## config.mk

```make
export PLATFORM = sky130hd
export DESIGN_NAME = mult_div_unit
export DESIGN_NICKNAME = d
export VERILOG_FILES = /design/src/rtl/mdu_pkg.sv /design/src/rtl/mdu_sign_adj.sv /design/src/rtl/mult_div_unit.sv
export SDC_FILE = /design/constraint.sdc
export NUM_CORES = 1
export LEC_CHECK = 0
export BUFFER_PORTS_ARGS = -buffer_cell sky130_fd_sc_hd__buf_2
export CELL_PAD_IN_SITES_DETAIL_PLACEMENT = 1
export CELL_PAD_IN_SITES_GLOBAL_PLACEMENT = 1
export CORE_MARGIN = 2
export CORE_UTILIZATION = 42
export CTS_CLUSTER_DIAMETER = 80
export CTS_CLUSTER_SIZE = 14
export DETAILED_ROUTE_END_ITERATION = 12
export MAX_ROUTING_LAYER = met4
export PLACE_DENSITY_LB_ADDON = 0.2
export SETUP_SLACK_MARGIN = 0.3
export SYNTH_ARGS = -nofsm -noshare
export SYNTH_HDL_FRONTEND = slang
export SYNTH_HIERARCHICAL = 1
export SYNTH_SLANG_ARGS = --single-unit
export TNS_END_PERCENT = 50
```

## constraint.sdc

```tcl
create_clock -name clk -period 7.45 [get_ports clk]
set_input_delay 1.49 -clock clk [delete_from_list [all_inputs] [get_ports clk]]
set_output_delay 1.49 -clock clk [all_outputs]
set_load 0.02 [all_outputs]
```

## src/rtl/mdu_pkg.sv

```systemverilog
`default_nettype none
// ============================================================================
// Module      : mdu_pkg
// Description : Shared constants for the iterative multiply/divide unit:
//               opcode encodings, FSM state encodings and default width.
// Revision    : 1.0 - initial release
// ============================================================================
package mdu_pkg;

    // Default operand width; HI and LO are each this wide
    localparam int MDU_DATA_W = 32;

    // Operation encodings on op[1:0]
    localparam logic [1:0] OP_MULT  = 2'b00;
    localparam logic [1:0] OP_MULTU = 2'b01;
    localparam logic [1:0] OP_DIV   = 2'b10;
    localparam logic [1:0] OP_DIVU  = 2'b11;

    // FSM state encodings
    localparam int               STATE_W = 2;
    localparam logic [STATE_W-1:0] S_IDLE = 2'd0;
    localparam logic [STATE_W-1:0] S_RUN  = 2'd1;
    localparam logic [STATE_W-1:0] S_FIX  = 2'd2;

endpackage : mdu_pkg
`default_nettype wire

```

## src/rtl/mdu_sign_adj.sv

```systemverilog
`default_nettype none
// ============================================================================
// Module      : mdu_sign_adj
// Description : Conditional two's-complement negate. Driving negate with the
//               operand's own sign bit gives abs(); driving it with a result
//               sign gives the final sign correction.
// Revision    : 1.0 - initial release
// ============================================================================
module mdu_sign_adj #(
    parameter int W = 32
) (
    input  logic [W-1:0] value,
    input  logic         negate,
    output logic [W-1:0] result
);

    localparam logic [W-1:0] ONE = {{(W-1){1'b0}}, 1'b1};

    // Negate when requested, otherwise pass through unchanged
    always_comb begin
        result = value;
        if (negate) begin
            result = (~value) + ONE;
        end
    end

endmodule : mdu_sign_adj
`default_nettype wire

```

## src/rtl/mult_div_unit.sv

```systemverilog
`default_nettype none
// ============================================================================
// Module      : mult_div_unit
// Description : Iterative multiply/divide unit for the EX stage. Runs
//               MULT/MULTU (shift-add) and DIV/DIVU (restoring divide) over
//               DATA_W iterations, then sign-corrects and writes HI/LO.
//               Also services MTHI/MTLO writes while idle.
// Revision    : 1.0 - initial release
// ============================================================================
module mult_div_unit
    import mdu_pkg::*;
#(
    parameter int DATA_W = MDU_DATA_W,
    parameter int CNT_W  = 6
) (
    input  logic              clk,
    input  logic              reset,
    input  logic              start,
    input  logic [1:0]        op,
    input  logic [DATA_W-1:0] ALU_A,
    input  logic [DATA_W-1:0] ALU_B,
    input  logic              hi_we,
    input  logic              lo_we,
    input  logic [DATA_W-1:0] wdata,
    output logic              busy,
    output logic              done,
    output logic              div_by_zero,
    output logic [DATA_W-1:0] HI,
    output logic [DATA_W-1:0] LO
);

    localparam logic [CNT_W-1:0] LAST_CNT = CNT_W'(DATA_W - 1);
    localparam logic [DATA_W-1:0] ALL_ONES = {DATA_W{1'b1}};

    // ------------------------------------------------------------------
    // State and datapath registers
    // ------------------------------------------------------------------
    logic [STATE_W-1:0]  state;
    logic [STATE_W-1:0]  state_next;
    logic [CNT_W-1:0]    count;
    logic [2*DATA_W-1:0] acc;        // product, or {remainder, quotient}
    logic [DATA_W-1:0]   operand_b;  // |multiplicand| or |divisor|
    logic [DATA_W-1:0]   dividend;   // raw A, returned in HI on divide by zero
    logic                is_div;
    logic                neg_q;      // product / quotient needs negating
    logic                neg_r;      // remainder needs negating
    logic                div0;

    // FSM control decodes
    logic load;
    logic step;
    logic finish;
    logic move_en;

    // ------------------------------------------------------------------
    // Operand preparation: magnitudes for signed ops
    // ------------------------------------------------------------------
    logic              op_signed;
    logic              op_is_div;
    logic [DATA_W-1:0] mag_a;
    logic [DATA_W-1:0] mag_b;

    assign op_signed = (op == OP_MULT) || (op == OP_DIV);
    assign op_is_div = (op == OP_DIV)  || (op == OP_DIVU);

    mdu_sign_adj #(.W(DATA_W)) u_abs_a (
        .value  (ALU_A),
        .negate (op_signed & ALU_A[DATA_W-1]),
        .result (mag_a)
    );

    mdu_sign_adj #(.W(DATA_W)) u_abs_b (
        .value  (ALU_B),
        .negate (op_signed & ALU_B[DATA_W-1]),
        .result (mag_b)
    );

    // ------------------------------------------------------------------
    // One iteration of shift-add multiply / restoring divide
    // ------------------------------------------------------------------
    logic [DATA_W:0]     mul_sum;
    logic [DATA_W:0]     div_diff;
    logic [2*DATA_W-1:0] acc_step;

    // Compute the accumulator value after one iteration
    always_comb begin
        mul_sum  = {1'b0, acc[2*DATA_W-1:DATA_W]}
                 + (acc[0] ? {1'b0, operand_b} : {(DATA_W+1){1'b0}});
        div_diff = acc[2*DATA_W-1:DATA_W-1] - {1'b0, operand_b};
        acc_step = acc;
        if (is_div) begin
            // A clear top bit means the trial subtraction did not borrow
            if (!div_diff[DATA_W]) begin
                acc_step = {div_diff[DATA_W-1:0], acc[DATA_W-2:0], 1'b1};
            end else begin
                acc_step = {acc[2*DATA_W-2:0], 1'b0};
            end
        end else begin
            acc_step = {mul_sum, acc[DATA_W-1:1]};
        end
    end

    // ------------------------------------------------------------------
    // Final sign correction
    // ------------------------------------------------------------------
    logic [2*DATA_W-1:0] prod_fixed;
    logic [DATA_W-1:0]   quo_fixed;
    logic [DATA_W-1:0]   rem_fixed;

    mdu_sign_adj #(.W(2*DATA_W)) u_fix_prod (
        .value  (acc),
        .negate (neg_q),
        .result (prod_fixed)
    );

    mdu_sign_adj #(.W(DATA_W)) u_fix_quo (
        .value  (acc[DATA_W-1:0]),
        .negate (neg_q),
        .result (quo_fixed)
    );

    mdu_sign_adj #(.W(DATA_W)) u_fix_rem (
        .value  (acc[2*DATA_W-1:DATA_W]),
        .negate (neg_r),
        .result (rem_fixed)
    );

    // ------------------------------------------------------------------
    // FSM
    // ------------------------------------------------------------------

    // State register
    always_ff @(posedge clk or posedge reset) begin
        if (reset) begin
            state <= S_IDLE;
        end else begin
            state <= state_next;
        end
    end

    // Next-state logic: IDLE -> RUN for DATA_W cycles -> FIX -> IDLE
    always_comb begin
        state_next = state;
        case (state)
            S_IDLE:  if (start) state_next = S_RUN;
            S_RUN:   if (count == LAST_CNT) state_next = S_FIX;
            S_FIX:   state_next = S_IDLE;
            default: state_next = S_IDLE;
        endcase
    end

    // Control decodes from the current state; start beats move writes
    always_comb begin
        busy    = (state != S_IDLE);
        load    = (state == S_IDLE) && start;
        step    = (state == S_RUN);
        finish  = (state == S_FIX);
        move_en = (state == S_IDLE) && !start;
    end

    // ------------------------------------------------------------------
    // Datapath registers
    // ------------------------------------------------------------------

    // Latch operands on launch and iterate while running
    always_ff @(posedge clk or posedge reset) begin
        if (reset) begin
            count     <= '0;
            acc       <= '0;
            operand_b <= '0;
            dividend  <= '0;
            is_div    <= 1'b0;
            neg_q     <= 1'b0;
            neg_r     <= 1'b0;
            div0      <= 1'b0;
        end else if (load) begin
            count     <= '0;
            acc       <= {{DATA_W{1'b0}}, mag_a};
            operand_b <= mag_b;
            dividend  <= ALU_A;
            is_div    <= op_is_div;
            neg_q     <= op_signed & (ALU_A[DATA_W-1] ^ ALU_B[DATA_W-1]);
            neg_r     <= op_signed & op_is_div & ALU_A[DATA_W-1];
            div0      <= op_is_div && (ALU_B == '0);
        end else if (step) begin
            count <= count + 1'b1;
            acc   <= acc_step;
        end
    end

    // HI/LO: written at the FIX edge or by MTHI/MTLO while idle
    always_ff @(posedge clk or posedge reset) begin
        if (reset) begin
            HI <= '0;
            LO <= '0;
        end else if (finish) begin
            if (is_div && div0) begin
                HI <= dividend;
                LO <= ALL_ONES;
            end else if (is_div) begin
                HI <= rem_fixed;
                LO <= quo_fixed;
            end else begin
                HI <= prod_fixed[2*DATA_W-1:DATA_W];
                LO <= prod_fixed[DATA_W-1:0];
            end
        end else if (move_en) begin
            if (hi_we) HI <= wdata;
            if (lo_we) LO <= wdata;
        end
    end

    // Completion pulses, one cycle after the FIX edge
    always_ff @(posedge clk or posedge reset) begin
        if (reset) begin
            done        <= 1'b0;
            div_by_zero <= 1'b0;
        end else begin
            done        <= finish;
            div_by_zero <= finish & is_div & div0;
        end
    end

endmodule : mult_div_unit
`default_nettype wire
```

== Word-level counts from Yosys, hierarchy flattened ==
Cells that the tools add are included.

* Add/sub/neg operators: 8
* Equality and inequality tests: 7
* Muxes and demuxes: 25
* Bitwise operators: 13
* Reductions and logical operators: 18

{| class="wikitable"
|+ Operator list
! cell !! number
|-
| 32-bit 2-to-1 mux || 15
|-
| 64-bit 2-to-1 mux || 5
|-
| 32-bit by 1-bit adder with 32-bit output (second input constant) || 4
|-
| 32-bit NOT || 4
|-
| 64-bit by 1-bit adder with 64-bit output (second input constant) || 1
|-
| 64-bit NOT || 1
|-
| 32-bit by 32-bit adder with 33-bit output || 1
|-
| 33-bit by 32-bit subtractor with 33-bit output || 1
|-
| 32-bit logical NOT || 1
|-
| 6-bit 2-to-1 mux || 2
|-
| 2-bit nonzero test || 5
|-
| 1-bit AND || 7
|-
| 6-bit by 1-bit adder with 6-bit output (second input constant) || 1
|-
| 2-bit equality test (second input constant) || 3
|-
| 6-bit by 5-bit equality test with 1-bit output (second input constant) || 1
|-
| 2-bit AND reduction || 3
|-
| 1-bit logical AND || 4
|-
| 2-bit logical NOT || 2
|-
| 2-bit 2-to-1 mux || 2
|-
| 2-bit case mux with 2 select lines || 1
|-
| 2-bit by 1-bit equality test with 1-bit output (second input constant) || 1
|-
| 1-bit logical OR || 2
|-
| 2-bit by 1-bit inequality test with 1-bit output (second input constant) || 1
|-
| 2-bit inequality test (second input constant) || 1
|-
| 2 further kinds || 2
|}

* Bits in registers: 206
* Output and inout port bits: 67
* Logic and storage cells: 84

== Logic depth before layout (Yosys ltp) ==
* Word-level depth: 6
* Depth in mapped cells: 13
* Gate-level depth less buffers: 13

== Cells and area by module ==
The synthesis kept the hierarchy.

{| class="wikitable"
|+ Modules (own cells, without submodules)
! module !! times used !! cells each !! area an instance (um^2) !! seq. area each (um^2)
|-
| mult_div_unit || 1 || 1649 || 13770.7 || 5154.9
|-
| mdu_sign_adj at u_abs_a ... || 4 || 99 || 777.0 || 0.0
|-
| mdu_sign_adj at u_fix_prod || 1 || 206 || 1649.1 || 0.0
|}

== Worst setup path before layout ==
Ideal clock, no wire load.

* Path kind: flip-flop to flip-flop
* Start point: register acc[47]
* End point: register acc[44]
* Setup time: 0.134 ns
* Arrival: 3.114 ns
* Required time: 7.316 ns
* Slack: 4.202 ns
* Stages on the path, launching flop included: 11
* Buffers on the path: 1
* Path through: dfrtp_1 ha_1 and2_4 and3_4 a211o_1 o31a_4 a31oi_4 xnor2_4 buf_2 mux2i_1 o21ai_0

* Cells in the longest elaborated chain, start to end: 5

{| class="wikitable"
|+ Ends and longest elaborated chain
! element !! RTL line !! RTL
|-
| start: declaration || mult_div_unit.sv:41 || <nowiki>logic [2*DATA_W-1:0] acc;</nowiki>
|-
| start signal: assignment || mult_div_unit.sv:178 || <nowiki>acc <= {{DATA_W{1'b0}}, mag_a};</nowiki>
|-
| start signal: assignment || mult_div_unit.sv:187 || <nowiki>acc <= acc_step;</nowiki>
|-
| 33-bit by 32-bit subtractor with 33-bit output || mult_div_unit.sv:89 || <nowiki>div_diff = acc[2*DATA_W-1:DATA_W-1] - {1'b0, operand_b};</nowiki>
|-
| 64-bit 2-to-1 mux || mult_div_unit.sv:93 || <nowiki>if (!div_diff[DATA_W]) begin</nowiki>
|-
| 64-bit 2-to-1 mux || mult_div_unit.sv:91 || <nowiki>if (is_div) begin</nowiki>
|-
| 64-bit 2-to-1 mux || mult_div_unit.sv:185 || <nowiki>end else if (step) begin</nowiki>
|-
| 64-bit 2-to-1 mux || mult_div_unit.sv:176 || <nowiki>end else if (load) begin</nowiki>
|}

Every way passes these cells. The select of a mux whose other input is x is not followed.
A chain may end at the register's enable or synchronous reset.

== Worst setup path in the final report ==
* Start point: register acc[31]
* End point: register acc[42]

Same word-level chain as after synthesis.

==> metrics.cfg <==
[cells_and_area]
final_cells = 2938
layout_commonest_cell = nand2_1
drive_gt1_frac = 0.142
regArea_sq_mm = 0.00516
nNetsFinal = 2513
utilization = 0.475
area_growth_pct = 10.9
multiInputGateArea_sq_mm = 0.0127
stdcell_area_sq_mm = 0.0206
mostFrequentLayoutCells = nand2_1 (319), o21ai_0 (215), xnor2_1 (209)
fill_cells = 5274

[global_routing]
grt_pass1_wl_microns = 111000
grt_usage = 0.314
antenna_found_initial = 3
grt_overflow = 0
grt_max_degree = 137
grt_pass1_vias = 18300

[floorplan]
start_util = 0.428
ios = 170
die_h_microns = 214
dieWidth_microns = 214
core_area_sq_mm = 0.0433
fp-row-count = 76
die_area_sq_mm = 0.0458

[place]
placed_cell_area_sq_mm = 0.0198
place_inst = 2898
port_buffers = 169
gp_congestion = 0.936
dp_hpwl_microns = 54400

[setup_path]
crit_type = flop to flop
cp-startpoint = acc[31]
crit_required_ns = 7.86
critPathLaunchType = flop
end_kind = flop
crit_arrival_ns = 4.62
crit_fanout = 15
r2r-start = acc[31]

[routing]
wl_microns = 71700
drt_iter0_markers = 1640
drc_errors = 0
drtAntennaViolNets = 0
via_per_inst = 6.18
via_count = 18100
post_drt_wl_per_cell_microns = 24.4
dr.pass1.iters = 6

[status]
outcome = complete, no violations

[power]
ir_worst_vdd_mv = 0.278
power.density_mw_per_mm2 = 440
p_leak_nw = 8.17

[logic_synthesis]
ys.flop_type = dfrtp_1
synth_nets = 2426
synth_edf_count = 0
ys_types = 94
netlist_area_sq_mm = 0.0185
async_reset_ff_frac = 1.00
synth_top_area_share = 0.278
yosys-top-cells-area = dfrtp_1 (28%), xnor2_1 (9.9%), nand2_1 (6.5%)
ys_seq_elements = 206
yosys_warnings = 6
syn-mean-instance-area_sq_um = 8.23
synth.largest_area_cell = dfrtp_1
syn_inst = 2251
yosysSeqAreaShare = 0.278

[cts]
hold_buffers = 0
cts.sinks = 206
postCtsResizedCells = 0
cts_root_buf = clkbuf_16
cts_setup_buffers = 0
clk_path_buf_depth = 3
numCtsBuffers = 23
clk_latency_ns = 0.57
htree_levels = 1
clk_transition_reported_paths_ns = 0.07
cts_tree = yes

[timing]
fin_crit_ns = 4.21
tightest_slew_ns = 1.24
hold_viol = 0
clock_skew_ns = 0.0357
slew_headroom = 0.168
min_period_over_period = 0.565
finalSetupTns_ns = 0
fmax_mhz = 238
rsz0062_at_grt = false
drv_slew = 0
finalSetupViolCount = 0

[flow_run]
drv_cap = 0

[min_path]
hp-class = flop to flop
hp-start = LO[15]

## where the power goes
group	switching, W	internal, W
Sequential	0.000901	0.00150
Clock	0.000543	0.000634
Combinational	0.00324	0.00223
Total	0.00468	0.00436
## registers in the layout (all words and copies together) (netlist names), 2 cells and up
name       cells
acc           64
HI            32
LO            32
dividend      32
operand_b     32
count          6
state          2
## stage by stage
step | worst slack (ns) | hold slack, ns | total power (W)
final | 3.24 | 0.475 | 0.00905
after global routing | 2.96 | 0.512 | 0.00967
after CTS | 3.28 | 0.482 | 0.00899
after detailed placement | 3.28 | 0.469 | 0.00778
after global placement | 3.42 | 0.459 | 0.00758
after floorplan | 0.336 | 0.445 | 0.00607
## kinds of logic after synthesis
logic type                 count (synthesis)  share of synthesized area
AOI/OAI and AO/OA                        674                      0.246
xor gates and xnor gates                 234                      0.113
adders and majority gates                 72                     0.0494
buffers and inverters                    192                     0.0405
DFF                                      206                      0.278
muxes                                     92                     0.0498
and+or+nand+nor                          781                      0.224
## routing by layer
metal / up-vias / share of wire / track usage
met1: 9097 / 0.45 / 0.422
li1: 8383 / - / -
met3: 109 / 0.051 / 0.0356
met4: 0 / 0.032 / 0.103
met5: - / 0 / -
met2: 558 / 0.46 / 0.496
## layout make-up
class / count / share of cell area
multi-input combinational: 1853 / 0.616
sequential: 206 / 0.251
timing repair buffer: 189 / 0.0485
tap: 585 / 0.0356
clock buffer: 26 / 0.0295
inverter: 65 / 0.0122
clock inverter: 12 / 0.00657
antenna: 2 / 0.000244
## critical path: stages, from the launching register on
cell and delay (ns):
dfrtp_1 0.56, inv_1 0.11, ha_1 0.24, fa_1 0.40
nand2b_1 0.23, a21oi_2 0.24, o41ai_4 0.14, o21ai_2 0.32
o31a_4 0.24, a31oi_4 0.19, xnor2_4 0.57, buf_4 0.40
mux2i_1 0.24, o221ai_1 0.13
## Yosys cell counts, types with 26 or more instances
cell	number
ha_1	70
a21oi_1	136
clkbuf_1	105
nor2_1	126
o41ai_1	30
and2_1	37
nor3_1	28
o22ai_1	33
o21ai_0	215
nand2b_1	44
o211ai_1	26
inv_1	64
dfrtp_1	206
o31ai_1	57
xnor2_1	209
nand3_1	46
nand2_1	319
mux2i_1	90
## path summary, 6_finish.rpt
path                           end  slack [ns]  depth (start not counted)
setup reg to reg           acc[42]        3.24                         13
setup / recovery           acc[42]        3.24                         13
min in group asynchronous   LO[24]        1.14                          2
hold / removal              LO[15]        0.48                          2
max in group asynchronous   acc[7]        4.69                          3
hold reg to reg             LO[15]        0.48                          2
No activity file was read; power rests on OpenSTA's default activity.
